<file path="src/rtl/seq_comparator.sv">
// Sequential magnitude comparator: walks CHUNK-bit slices from the MSB end and
// stops at the first differing slice, reporting the result and the slice count.
module seq_comparator #(
  parameter int WIDTH = 16,
  parameter int CHUNK = 4,
  localparam int NCHUNK = (CHUNK < 1) ? 1 : WIDTH / CHUNK,
  localparam int CW     = $clog2(NCHUNK) + 1
) (
  input  logic             clk,
  input  logic             rst_n,
  input  logic [WIDTH-1:0] A,
  input  logic [WIDTH-1:0] B,
  input  logic             signed_mode,
  input  logic             in_valid,
  output logic             in_ready,
  output logic             out_valid,
  input  logic             out_ready,
  output logic             A_gt_B,
  output logic             A_lt_B,
  output logic             A_eq_B,
  output logic [CW-1:0]    chunks
);

  localparam int IW = (NCHUNK > 1) ? $clog2(NCHUNK) : 1;

  if ((CHUNK < 1) || ((WIDTH % CHUNK) != 0)) begin : g_bad_params
    $error("seq_comparator: CHUNK must be >= 1 and divide WIDTH");
  end

  typedef enum logic [1:0] {IDLE, CMP, HOLD} state_t;

  state_t           state;
  logic [WIDTH-1:0] a_q;
  logic [WIDTH-1:0] b_q;
  logic [IW-1:0]    idx;
  logic [WIDTH-1:0] a_cap;
  logic [WIDTH-1:0] b_cap;
  logic [CHUNK-1:0] a_slice;
  logic [CHUNK-1:0] b_slice;

  // Flipping both sign bits maps two's-complement order onto unsigned order,
  // so the slice walk itself never needs to know the mode.
  always_comb begin
    a_cap            = A;
    b_cap            = B;
    a_cap[WIDTH-1]   = A[WIDTH-1] ^ signed_mode;
    b_cap[WIDTH-1]   = B[WIDTH-1] ^ signed_mode;
  end

  always_comb begin
    a_slice = a_q[idx*CHUNK +: CHUNK];
    b_slice = b_q[idx*CHUNK +: CHUNK];
  end

  assign in_ready = (state == IDLE) && rst_n;

  always_ff @(posedge clk or negedge rst_n) begin
    if (!rst_n) begin
      state     <= IDLE;
      a_q       <= '0;
      b_q       <= '0;
      idx       <= '0;
      chunks    <= '0;
      out_valid <= 1'b0;
      A_gt_B    <= 1'b0;
      A_lt_B    <= 1'b0;
      A_eq_B    <= 1'b0;
    end else begin
      case (state)
        IDLE: begin
          if (in_valid && in_ready) begin
            a_q    <= a_cap;
            b_q    <= b_cap;
            idx    <= IW'(NCHUNK - 1);
            chunks <= '0;
            state  <= CMP;
          end
        end
        CMP: begin
          chunks <= chunks + 1'b1;
          if (a_slice != b_slice) begin
            A_gt_B    <= (a_slice > b_slice);
            A_lt_B    <= (a_slice < b_slice);
            out_valid <= 1'b1;
            state     <= HOLD;
          end else if (idx == '0) begin
            A_eq_B    <= 1'b1;
            out_valid <= 1'b1;
            state     <= HOLD;
          end else begin
            idx <= idx - 1'b1;
          end
        end
        HOLD: begin
          if (out_ready) begin
            out_valid <= 1'b0;
            A_gt_B    <= 1'b0;
            A_lt_B    <= 1'b0;
            A_eq_B    <= 1'b0;
            state     <= IDLE;
          end
        end
        default: state <= IDLE;
      endcase
    end
  end

endmodule

</file>
<file path="config.mk">
export PLATFORM = sky130hd
export DESIGN_NAME = seq_comparator
export DESIGN_NICKNAME = d
export VERILOG_FILES = /design/src/rtl/seq_comparator.sv
export SDC_FILE = /design/constraint.sdc
export NUM_CORES = 1
export LEC_CHECK = 0
export ABC_AREA = 1
export CORE_MARGIN = 8
export CORE_UTILIZATION = 35
export CTS_CLUSTER_DIAMETER = 50
export DETAILED_ROUTE_END_ITERATION = 8
export GPL_ROUTABILITY_DRIVEN = 0
export SLEW_MARGIN = 20
export SYNTH_ARGS = -nofsm -noshare
export SYNTH_HDL_FRONTEND = slang
export SYNTH_SLANG_ARGS = --single-unit
export TNS_END_PERCENT = 10
</file>
<file path="constraint.sdc">
create_clock -name clk -period 2.5 [get_ports clk]
set_clock_uncertainty 0.1 [all_clocks]
set_input_delay 0.5 -clock clk [delete_from_list [all_inputs] [get_ports clk]]
set_output_delay 0.5 -clock clk [all_outputs]
set_load 0.005 [all_outputs]
</file>
; ---- After elaboration in Yosys (flattened, before gate mapping)
; Index checks and enable logic that the tools add are counted.
; Widths: inputs -> output; s select.
[word_totals]
output_inout_bits = 8
ram_bits = 0
reg_bits = 43
inputBits = 37
mem_bits_ro = 0
n_memories = 0
latch_bits = 0
[classes]
mul = 0
div_mod_pow = 0
n_lt_le_gt_ge = 2
n_bitwise = 2
n_reduce_logical = 13
n_eq_ne = 10
n_mux = 21
add_sub_neg = 2
shifts = 2
[op_table]
columns = operator, n
row1 = $shiftx 16x5->4, 2
row2 = $mux 2, 7
row3 = $ne 2x2->1 const B, 5
row4 = $reduce_and 3->1, 3
row5 = $pmux 1 s2, 4
row6 = $reduce_and 4->1, 2
row7 = $mux 1, 6
row8 = $pmux 2 s3, 1
row9 = $pmux 3 s2, 1
row10 = $gt 4x4->1, 1
row11 = $logic_not 2->1, 2
row12 = $lt 4x4->1, 1
row13 = $ne 4x4->1, 1
row14 = $pmux 2 s2, 1
row15 = $reduce_and 2->1, 2
row16 = $reduce_bool 2->1, 2
row17 = $add 3x1->3 const B, 1
row18 = $mux 3, 1
row19 = $ne 3x3->1 const B, 1
row20 = $eq 2x1->1 const B, 1
row21 = $eq 2x2->1 const B, 1
row22 = $logic_and 1x1->1, 2
row23 = $ne 2x1->1 const B, 1
row24 = $sub 2x1->2 const B, 1
row25 = $xor 1x1->1, 2

; ---- Longest topological paths before layout
; Gate-level depths: netlist of run 1.
[depth]
depth_word = 5
mapped_depth = 14
depth_no_buf = 12

; ---- Worst setup path before layout of run 1
; Ideal clock, no wire load.
[synth_path]
path_kind = reg-to-reg
startpoint = reg idx[0]
endpoint = reg idx[1]
setup_time_ns = 0.120
path_buffers = 2
setup_slack_ns = 0.648
t_required_ns = 2.280
arrival_ns = 1.632
synth_period_minus_slack_ns = 1.852
stages_incl_launch_ff = 13
path_cell_list = dfrtp_1 buf_2 inv_2 buf_4 nor2_1 o22ai_1 ha_1 nand2_1 nor2_1 nand2_2 nand2_4 nand2_1 o21ai_2
[synth_between]
elab_chain_len = 4
elab_cells_between_ends = 11
classes_between = add/sub (1) / eq/ne (3) / shift (2) / mux (3) / reduce/logical (2)
[synth_rtl]
columns = element, line
row1 = start: declaration, 35  ; logic [IW-1:0] idx;
row2 = start signal: assignment, 74  ; idx <= IW'(NCHUNK - 1);
row3 = start signal: assignment, 91  ; idx <= idx - 1'b1;
row4 = $shiftx 16x5->4 (tied with other cells), 51  ; a_slice = a_q[idx*CHUNK +: CHUNK];
row5 = $ne 4x4->1 / $mux 2 (equally long branches), "81, 86"
row6 = $ne 2x2->1 (no source line) / $mux 2 (equally long branches), n/a
row7 = $reduce_and 4->1 (no source line) / $pmux 2 s2 (equally long branches), n/a
; Several ways; a longest one is shown, not always the timed one. The select of a mux whose other input is x is not followed.
; A chain may end at the register's enable or synchronous reset.

; ---- Worst setup path after layout of run 1
[layout_path]
startpoint = reg idx[0]
endpoint = reg A_eq_B
[layout_between]
elab_chain_len = 4
elab_cells_between_ends = 7
classes_between = eq/ne (3) / shift (2) / reduce/logical (2)
[layout_rtl]
columns = element, line
row1 = "$shiftx 16x5->4, on equally long branches", "51, 52"
row2 = $ne 4x4->1, 81  ; if (a_slice != b_slice) begin
row3 = $ne 2x2->1 (no source line), n/a
row4 = $reduce_and 4->1 (no source line) (*), n/a
row5 = end signal: assignment, 67  ; A_eq_B <= 1'b0;
row6 = end signal: assignment, 87  ; A_eq_B <= 1'b1;
row7 = end signal: assignment, 99  ; A_eq_B <= 1'b0;
row8 = end: declaration, 20  ; output logic A_eq_B,
; Every way passes the cells marked *; elsewhere a longest branch is shown, timed or not.

==> impl_metrics.toml, run 1 <==
[floorplan]
num_rows = 28
die_h_um = 93.18
pin_count = 45
core_area_mm2 = 0.005851
fp.dieArea_mm2 = 0.008682
initial_core_util_pct = 35.63
die_x_um = 93.18

[power_and_ir_drop]
ir_worst_vdd_mv = 0.4397
p_per_area_mw_per_mm2 = 1199
total_power_mw = 3.204
p_leak_nw = 1.328

[timing]
slew_violations = 0
slew_headroom_pct = 64.13
setup_slack_ns = 0.3515
period_share_pct = 85.94
rsz0062_at_grt = "no"
setup_viol = 0
fmax_ghz = 0.4654
whs_ns = 0.2025
tightest_slew_ns = 0.5380
post-route-min-period_ns = 2.149
finalHoldViolCount = 0
setup_tns_ns = 0

[synth]
synth_seq_cells = 43
synth_fa_ha_area_share_pct = 3.601
ys_types = 25
synth_edf_count = 0
synth_top_cells_by_area = "dfrtp_1, nand2_1, o21ai_0"
avgSynthCellArea_um2 = 8.143
yosysSeqAreaShare_pct = 51.62
synth_top_area_share_pct = 51.62
synth_top_area_cell = "dfrtp_1"
synth_nets = 299
yosysWarnings = 0
netlist_area_mm2 = 0.002084
synth-xor-area-share_pct = 1.261
synth_top_family_by_area = "simple AND/OR/NAND/NOR gates"
postSynthCellCount = 256
synthArstFlopShare_pct = 100.0
synth_compound_area_share_pct = 9.184
synth-simple-area-share_pct = 28.81
synth_ff_type = "dfrtp_1"
muxShareOfSynthArea_pct = 0

[worst_setup_path]
cp_top_family = "compound AO/OA/AOI/OAI gates"
crit_chain = "inv_2, o21ai_0, o22a_1, ha_1, nand2_1, o21ai_2, nand3_1, nand2_1, nand2_1"
worstSetupStartpointType = "flop"
reg2regPathDepth = 9
crit_buf_inv = 1
cp_common_cell = "nand2_1"
crit_arrival_ns = 2.24
slowest_stage = "dfrtp_1"
end_kind = "flop"
crit_path_max_incr_delay_ns = 0.49
critPathKind = "flop to flop"
critPathMaxFanout = 18
reg2reg_slack_ns = 0.35
r2r-end = "A_eq_B$_DFFE_PN0P_"
cp-startpoint = "idx[0]$_DFFE_PN0P_"
reg2reg_from = "idx[0]$_DFFE_PN0P_"
cp.required_ns = 2.59

[finish]
antennaDiodeCount = 0
fin_area_mm2 = 0.002673
nNetsFinal = 344
fill_cells = 606
areaGrowthSynthToFinish_pct = 28.21
layout_commonest_cell = "nand2_1"
mostFrequentLayoutCells = "nand2_1, dfrtp_1, clkdlybuf4s50_1"
drive_above_1_share_pct = 6.977

[placement]
placed_area_mm2 = 0.002570
dp_hpwl_um = 3473
preCtsSetupSlack_ns = 0.3764
numPortBuffers = 44

[cts]
root_buffer = "clkbuf_8"
cts_inserted_buffers = 5
cts.sink_count = 43
cts_tree = "yes"
cts_max_level = 2
postCtsSetupBuffers = 0
clockBufferDepth = 2
cts_hold_buffers = 0
clk_pin_slew_worst_paths_ns = 0.08
insertion_delay_ns = 0.29
cts_resized = 0

[global_routing]
grt_max_degree = 44
grt_pass1_wl_um = 8183
grt_pass1_vias = 1770
grtUsageTotal_pct = 11.71
overflow = 0
antenna_found_initial = 0

[min_path]
hp-class = "input port to asynchronous set/reset pin"

[run]
cap_violations = 0

[outcome]
outcome = "finished clean"

[routing]
finalWirelength_um = 4674
firstDrtPassIters = 5
ant_nets = 0
drc = 0
vias_per_cell = 4.638
drt-initial-drc-count = 76
wl_per_cell_um = 12.43
vias = 1744
flip-flops by register name (all words and copies together), names as in the netlist:
name       count
state          2
A_eq_B         1
A_gt_B         1
a_q           16
out_valid      1
A_lt_B         1
idx            2
b_q           16
chunks         3
layout make-up:
type | count | area [µm²] | area share (%)
tap | 75 | 93.84 | 3.511
sequential | 43 | 1076 | 40.26
inverter | 11 | 41.29 | 1.545
clock buffer | 6 | 72.57 | 2.715
clock inverter | 1 | 30.03 | 1.124
multi-input combinational | 192 | 893.4 | 33.43
timing repair buffer | 48 | 465.4 | 17.42
per-layer routing:
metal | global-route usage (%) | up-vias | wire, µm
met5 | 0 | - | 0
met2 | 18.17 | 47 | 2202
met3 | 3.606 | 0 | 260
met1 | 14.98 | 796 | 2212
met4 | 4.295 | 0 | 0
li1 | - | 901 | -
Yosys cell counts, types with 2 or more instances:
cell type,n
o21ai_1,4
inv_2,2
nor2_2,2
xnor2_1,2
buf_6,3
nor2_1,19
buf_4,2
buf_2,5
nand2_1,119
dfrtp_1,43
o22ai_1,4
inv_1,8
o21ai_0,16
o21ai_2,3
nand3_1,6
ha_1,6
o22a_1,4
cell families after synthesis:
logic type | Yosys count
AND/OR/NAND/NOR | 151
buffers and inverters | 21
flip-flops | 43
adder cells (fa/ha/maj) | 6
XOR/XNOR | 3
AO/OA/AOI/OAI | 32
power breakdown:
group          internal [mW]  total [mW]  switching [mW]  leakage, nW
registers               1.03        1.28           0.247        0.535
clock network          0.293       0.521           0.228       0.0513
logic                  0.628        1.41           0.777        0.742
through the flow:
step	instances	utilization, %
floorplan	256	-
global placement	369	43.93
detailed placement	369	43.93
CTS	376	45.68
global route	376	45.68
finish	376	45.68
worst reg2reg max path: stages, from the launching register on:
cell and delay, ns:
dfrtp_1 0.49, inv_2 0.29, o21ai_0 0.14, o22a_1 0.17
ha_1 0.29, nand2_1 0.10, o21ai_2 0.24, nand3_1 0.11
nand2_1 0.07, nand2_1 0.04
worst max path at each step:
stage	end	slack (ns)	depth (start not counted)
2_1_floorplan	idx[1]$_DFFE_PN0P_	0.65	12
3_3_place_gp	A_eq_B$_DFFE_PN0P_	0.40	9
3_5_place_dp	A_eq_B$_DFFE_PN0P_	0.38	9
4_1_cts	A_eq_B$_DFFE_PN0P_	0.35	9
5_1_grt	A_eq_B$_DFFE_PN0P_	0.13	9
6_report	A_eq_B$_DFFE_PN0P_	0.35	9
(Power assumes the default switching activity.)
==> run 2: changes to the inputs <==
- DONT_BUFFER_PORTS: unset -> 1
==> run 2 against run 1 <==
Total power decreased by 7.1%. Sequential share of layout area increased by 7.8 points. Combinational power decreased by 11%. Clock-buffer cell count decreased by 1. First-iteration DRC count increased by 13%. Via count decreased by 8.8%. Maximum frequency decreased by 0.20%. Register-to-register slack about the same. Hold slack improved by 0.0052 ns. Cell area decreased by 16%. Critical path depth unchanged. Sequential power about the same.
==> impl_metrics.toml, run 2 (synthesized netlist as in run 1, its figures left out) <==
[outcome]
outcome = "finished clean"

[run]
cap_violations = 0

[timing]
post-route-min-period_ns = 2.153
slew_headroom_pct = 65.17
setup_viol = 0
period_share_pct = 86.12
whs_ns = 0.2077
tightest_slew_ns = 0.5216
finalHoldViolCount = 0
slew_violations = 0
rsz0062_at_grt = "no"
fmax_ghz = 0.4645
setup_tns_ns = 0

[worst_setup_path]
cp_common_cell = "nand2_1"
slowest_stage = "dfrtp_1"
critPathMaxFanout = 18
worstSetupStartpointType = "flop"
crit_chain = "inv_2, o21ai_0, o22a_1, ha_1, nand2_1, o21ai_2, inv_1, nand2_1, nand2_1"
crit_path_max_incr_delay_ns = 0.49
crit_arrival_ns = 2.24
cp-startpoint = "idx[0]$_DFFE_PN0P_"
reg2reg_from = "idx[0]$_DFFE_PN0P_"
cp.required_ns = 2.59
end_kind = "flop"
critPathKind = "flop to flop"

[finish]
drive_above_1_share_pct = 8.140
antennaDiodeCount = 0
areaGrowthSynthToFinish_pct = 7.383
top_regs = "a_q x16, b_q x16, chunks x3"
mostFrequentLayoutCells = "nand2_1, dfrtp_1, nor2_1"
layout_commonest_cell = "nand2_1"
nNetsFinal = 300
fill_cells = 610

[placement]
numPortBuffers = 0
dp_hpwl_um = 3383

[routing]
wl_per_cell_um = 14.16
firstDrtPassIters = 4
drc = 0
drt-initial-drc-count = 86
ant_nets = 0
vias_per_cell = 4.775
finalWirelength_um = 4716
vias = 1590

[floorplan]
die_x_um = 93.18
initial_core_util_pct = 35.63
die_h_um = 93.18
core_area_mm2 = 0.005851
num_rows = 28
fp.dieArea_mm2 = 0.008682
pin_count = 45

[cts]
cts_tree = "yes"
clockBufferDepth = 2
cts_inserted_buffers = 5
postCtsSetupBuffers = 0
cts_resized = 0
insertion_delay_ns = 0.29
cts_max_level = 2
root_buffer = "clkbuf_8"
clk_pin_slew_worst_paths_ns = 0.08
cts_hold_buffers = 2
cts.sink_count = 43

[global_routing]
antenna_found_initial = 0
grt_max_degree = 44
grtUsageTotal_pct = 11.79
overflow = 0
grt_pass1_vias = 1685
grt_pass1_wl_um = 8128

[power_and_ir_drop]
ir_worst_vdd_mv = 0.5093
p_per_area_mw_per_mm2 = 1329
p_leak_nw = 1.151

[min_path]
hp-class = "input port to flop"
hold_start = "out_ready"
run 2: path summary, 6_finish.rpt:
kind / endpoint / slack [ns] / cells after the start
worst min-delay path: state[1]$_DFFE_PN0P_ / 0.21 / 1
worst max register to register: A_gt_B$_DFFE_PN0P_ / 0.35 / 9
worst max-delay path: A_gt_B$_DFFE_PN0P_ / 0.35 / 9
max in group asynchronous: a_q[6]$_DFFE_PN0P_ / 1.52 / 2
min in group asynchronous: A_eq_B$_DFFE_PN0P_ / 0.57 / 2
worst min register to register: a_q[8]$_DFFE_PN0P_ / 0.38 / 2
run 2: stage by stage:
stage,worst slack [ns],power [mW],utilization (%),instance area [µm²],std cells
floorplan,0.6480,2.260,-,2085,256
global placement,0.3738,2.520,36.23,2120,323
detailed placement,0.3560,2.542,36.23,2120,323
CTS,0.3340,3.011,38.26,2238,333
global route,0.07557,3.318,38.26,2238,333
finish,0.3471,2.975,38.26,2238,333
run 2: per-layer routing:
layer / part of all wire (%) / GRT usage (%) / vias to the layer above
li1: - / - / 817
met1: 48 / 15.56 / 730
met2: 47 / 17.93 / 41
met3: 5.6 / 4.487 / 2
met4: 0.15 / 2.416 / 0
met5: 0 / 0 / -
run 2: final cells by class:
class                      instances  area, µm²  area share [%]
clock buffer                       5      68.82           3.074
multi-input combinational        192      893.4           39.91
sequential                        43       1076           48.07
clock inverter                     3      20.02          0.8944
tap                               75      93.84           4.192
timing repair buffer               4      45.04           2.012
inverter                          11      41.29           1.845
run 2: where the power goes:
part / internal (mW) / leakage [nW] / switching, mW
registers: 1.03 / 0.535 / 0.258
logic: 0.494 / 0.576 / 0.752
clock network: 0.194 / 0.0402 / 0.246
run 2: critical path: cells and delay by family (launching register included):
kind / cells / cell delay, ns
adder cells (fa/ha/maj): 1 / 0.28
buffers and inverters: 2 / 0.35
AO/OA/AOI/OAI: 3 / 0.58
flip-flops: 1 / 0.49
AND/OR/NAND/NOR: 3 / 0.24
==> run 3: changes to the inputs <==
- ABC_CLOCK_PERIOD_IN_PS: unset -> 2500
- CORE_ASPECT_RATIO: unset -> 1.1
==> run 3 against run 2 <==
Non-clock buffer count unchanged. Hold slack worse by 0.012 ns. Sequential power about the same. Clock power up 28%. Highest routed layer unchanged. Critical path depth is the same. Critical endpoint is now A_eq_B$_DFFE_PN0P_. Via count fell by 1.1%. Maximum frequency shrank 2.3%.
==> impl_metrics.toml, run 3 (synthesized netlist as in run 1, its figures left out) <==
[finish]
top_regs = "a_q x16, b_q x16, chunks x3"
mostFrequentLayoutCells = "nand2_1, dfrtp_1, nor2_1"
layout_commonest_cell = "nand2_1"
fill_cells = 606
final_core_util_pct = 39.47
regArea_mm2 = 0.001076
drive_above_1_share_pct = 8.140
fin_area_mm2 = 0.002277
areaGrowthSynthToFinish_pct = 9.244
nNetsFinal = 300
multi_input_area_um2 = 893.4
antennaDiodeCount = 0

[worst_setup_path]
critPathKind = "flop to flop"
cp_common_cell = "nand2_1"
crit_chain = "inv_2, o21ai_0, o22a_1, ha_1, nand2_1, o21ai_2, nand3_1, nand2_1, nand2_1"
critPathMaxFanout = 18
crit_arrival_ns = 2.30
crit_path_max_incr_delay_ns = 0.50
slowest_stage = "dfrtp_1"
worstSetupStartpointType = "flop"
cp.required_ns = 2.59
end_kind = "flop"
cp_top_family = "compound AO/OA/AOI/OAI gates"
crit_buf_inv = 1

[timing]
rsz0062_at_grt = "no"
fmax_ghz = 0.4539
setup_tns_ns = 0
slew_headroom_pct = 66.85
setup_viol = 0
post-route-min-period_ns = 2.203
finalHoldViolCount = 0
period_share_pct = 88.13
tightest_slew_ns = 0.4965
slew_violations = 0

[floorplan]
fp.dieArea_mm2 = 0.008684
core_area_mm2 = 0.005769
die_x_um = 89.58
pin_count = 45
num_rows = 29
die_h_um = 96.94
initial_core_util_pct = 36.13

[power_and_ir_drop]
p_per_area_mw_per_mm2 = 1363
p_leak_nw = 1.176
ir_worst_vdd_mv = 0.5355

[cts]
cts_inserted_buffers = 5
clk_pin_slew_worst_paths_ns = 0.09
postCtsSetupBuffers = 0
cts.sink_count = 43
root_buffer = "clkbuf_8"
insertion_delay_ns = 0.30
clockBufferDepth = 2
cts_max_level = 2
cts_tree = "yes"

[placement]
numPortBuffers = 0
placed_area_mm2 = 0.002122
dp_hpwl_um = 3426

[routing]
ant_nets = 0
firstDrtPassIters = 4
vias = 1573
wl_per_cell_um = 14.24
drc = 0
finalWirelength_um = 4771
vias_per_cell = 4.696
drt-initial-drc-count = 57

[global_routing]
grt_pass1_vias = 1650
grt_pass1_wl_um = 7879
overflow = 0
grt_max_degree = 44
antenna_found_initial = 0
grtUsageTotal_pct = 11.50

[outcome]
outcome = "finished clean"

[run]
cap_violations = 0

[min_path]
hp-class = "input port to flop"
-- run 3: cell types whose count changed in the layout (fill, tap and decap cells not counted), sizes merged --
cell      delta
bufinv       +1
clkbuf       +1
clkinvlp     -2
-- run 3: repair_timing --
item | CTS | global route
hold endpoints to repair | 43 | 0
resized for setup | 0 | 0
hold buffers | 2 | 0
-- run 3: report_power, final --
group          switching (mW)  internal [mW]  leakage [nW]
Sequential              0.262           1.03         0.535
Clock                   0.239          0.323        0.0612
Combinational           0.753          0.495         0.580
Total                    1.25           1.85          1.18
-- run 3: final timing paths --
check                                         to  cells after the start          startpoint  slack [ns]
max                           A_eq_B$_DFFE_PN0P_                      9  idx[0]$_DFFE_PN0P_        0.30
min                         state[1]$_DFFE_PN0P_                      1           out_ready        0.20
max reg2reg                   A_eq_B$_DFFE_PN0P_                      9  idx[0]$_DFFE_PN0P_        0.30
min reg2reg                   a_q[9]$_DFFE_PN0P_                      2  a_q[9]$_DFFE_PN0P_        0.38
max in group asynchronous    b_q[12]$_DFFE_PN0P_                      2               rst_n        1.49
min in group asynchronous  chunks[0]$_DFFE_PN0P_                      2               rst_n        0.59
-- run 3: layer usage --
metal / track usage [%] / vias up / routed length [µm]
li1: - / 815 / -
met1: 14.90 / 716 / 2219
met2: 17.91 / 38 / 2260
met3: 3.384 / 4 / 244
met4: 3.077 / 0 / 46
met5: 0 / - / 0
-- run 3: layout make-up --
class | instances | share of cell area (%)
Sequential cell | 43 | 47.25
Multi-Input combinational cell | 192 | 39.23
Tap cell | 77 | 4.231
Clock buffer | 6 | 3.626
Timing Repair Buffer | 4 | 2.308
Inverter | 11 | 1.813
Clock inverter | 2 | 1.538
-- run 3: stage by stage --
stage / hold WS [ns] / instances / setup WS [ns] / power, mW
CTS: 0.1886 / 335 / 0.2961 / 3.138
global placement: 0.1067 / 325 / 0.3850 / 2.515
finish: 0.1954 / 335 / 0.2968 / 3.103
detailed placement: 0.1068 / 325 / 0.3332 / 2.544
global route: 0.1886 / 335 / 0.06760 / 3.411
floorplan: 0.1044 / 256 / 0.6480 / 2.260
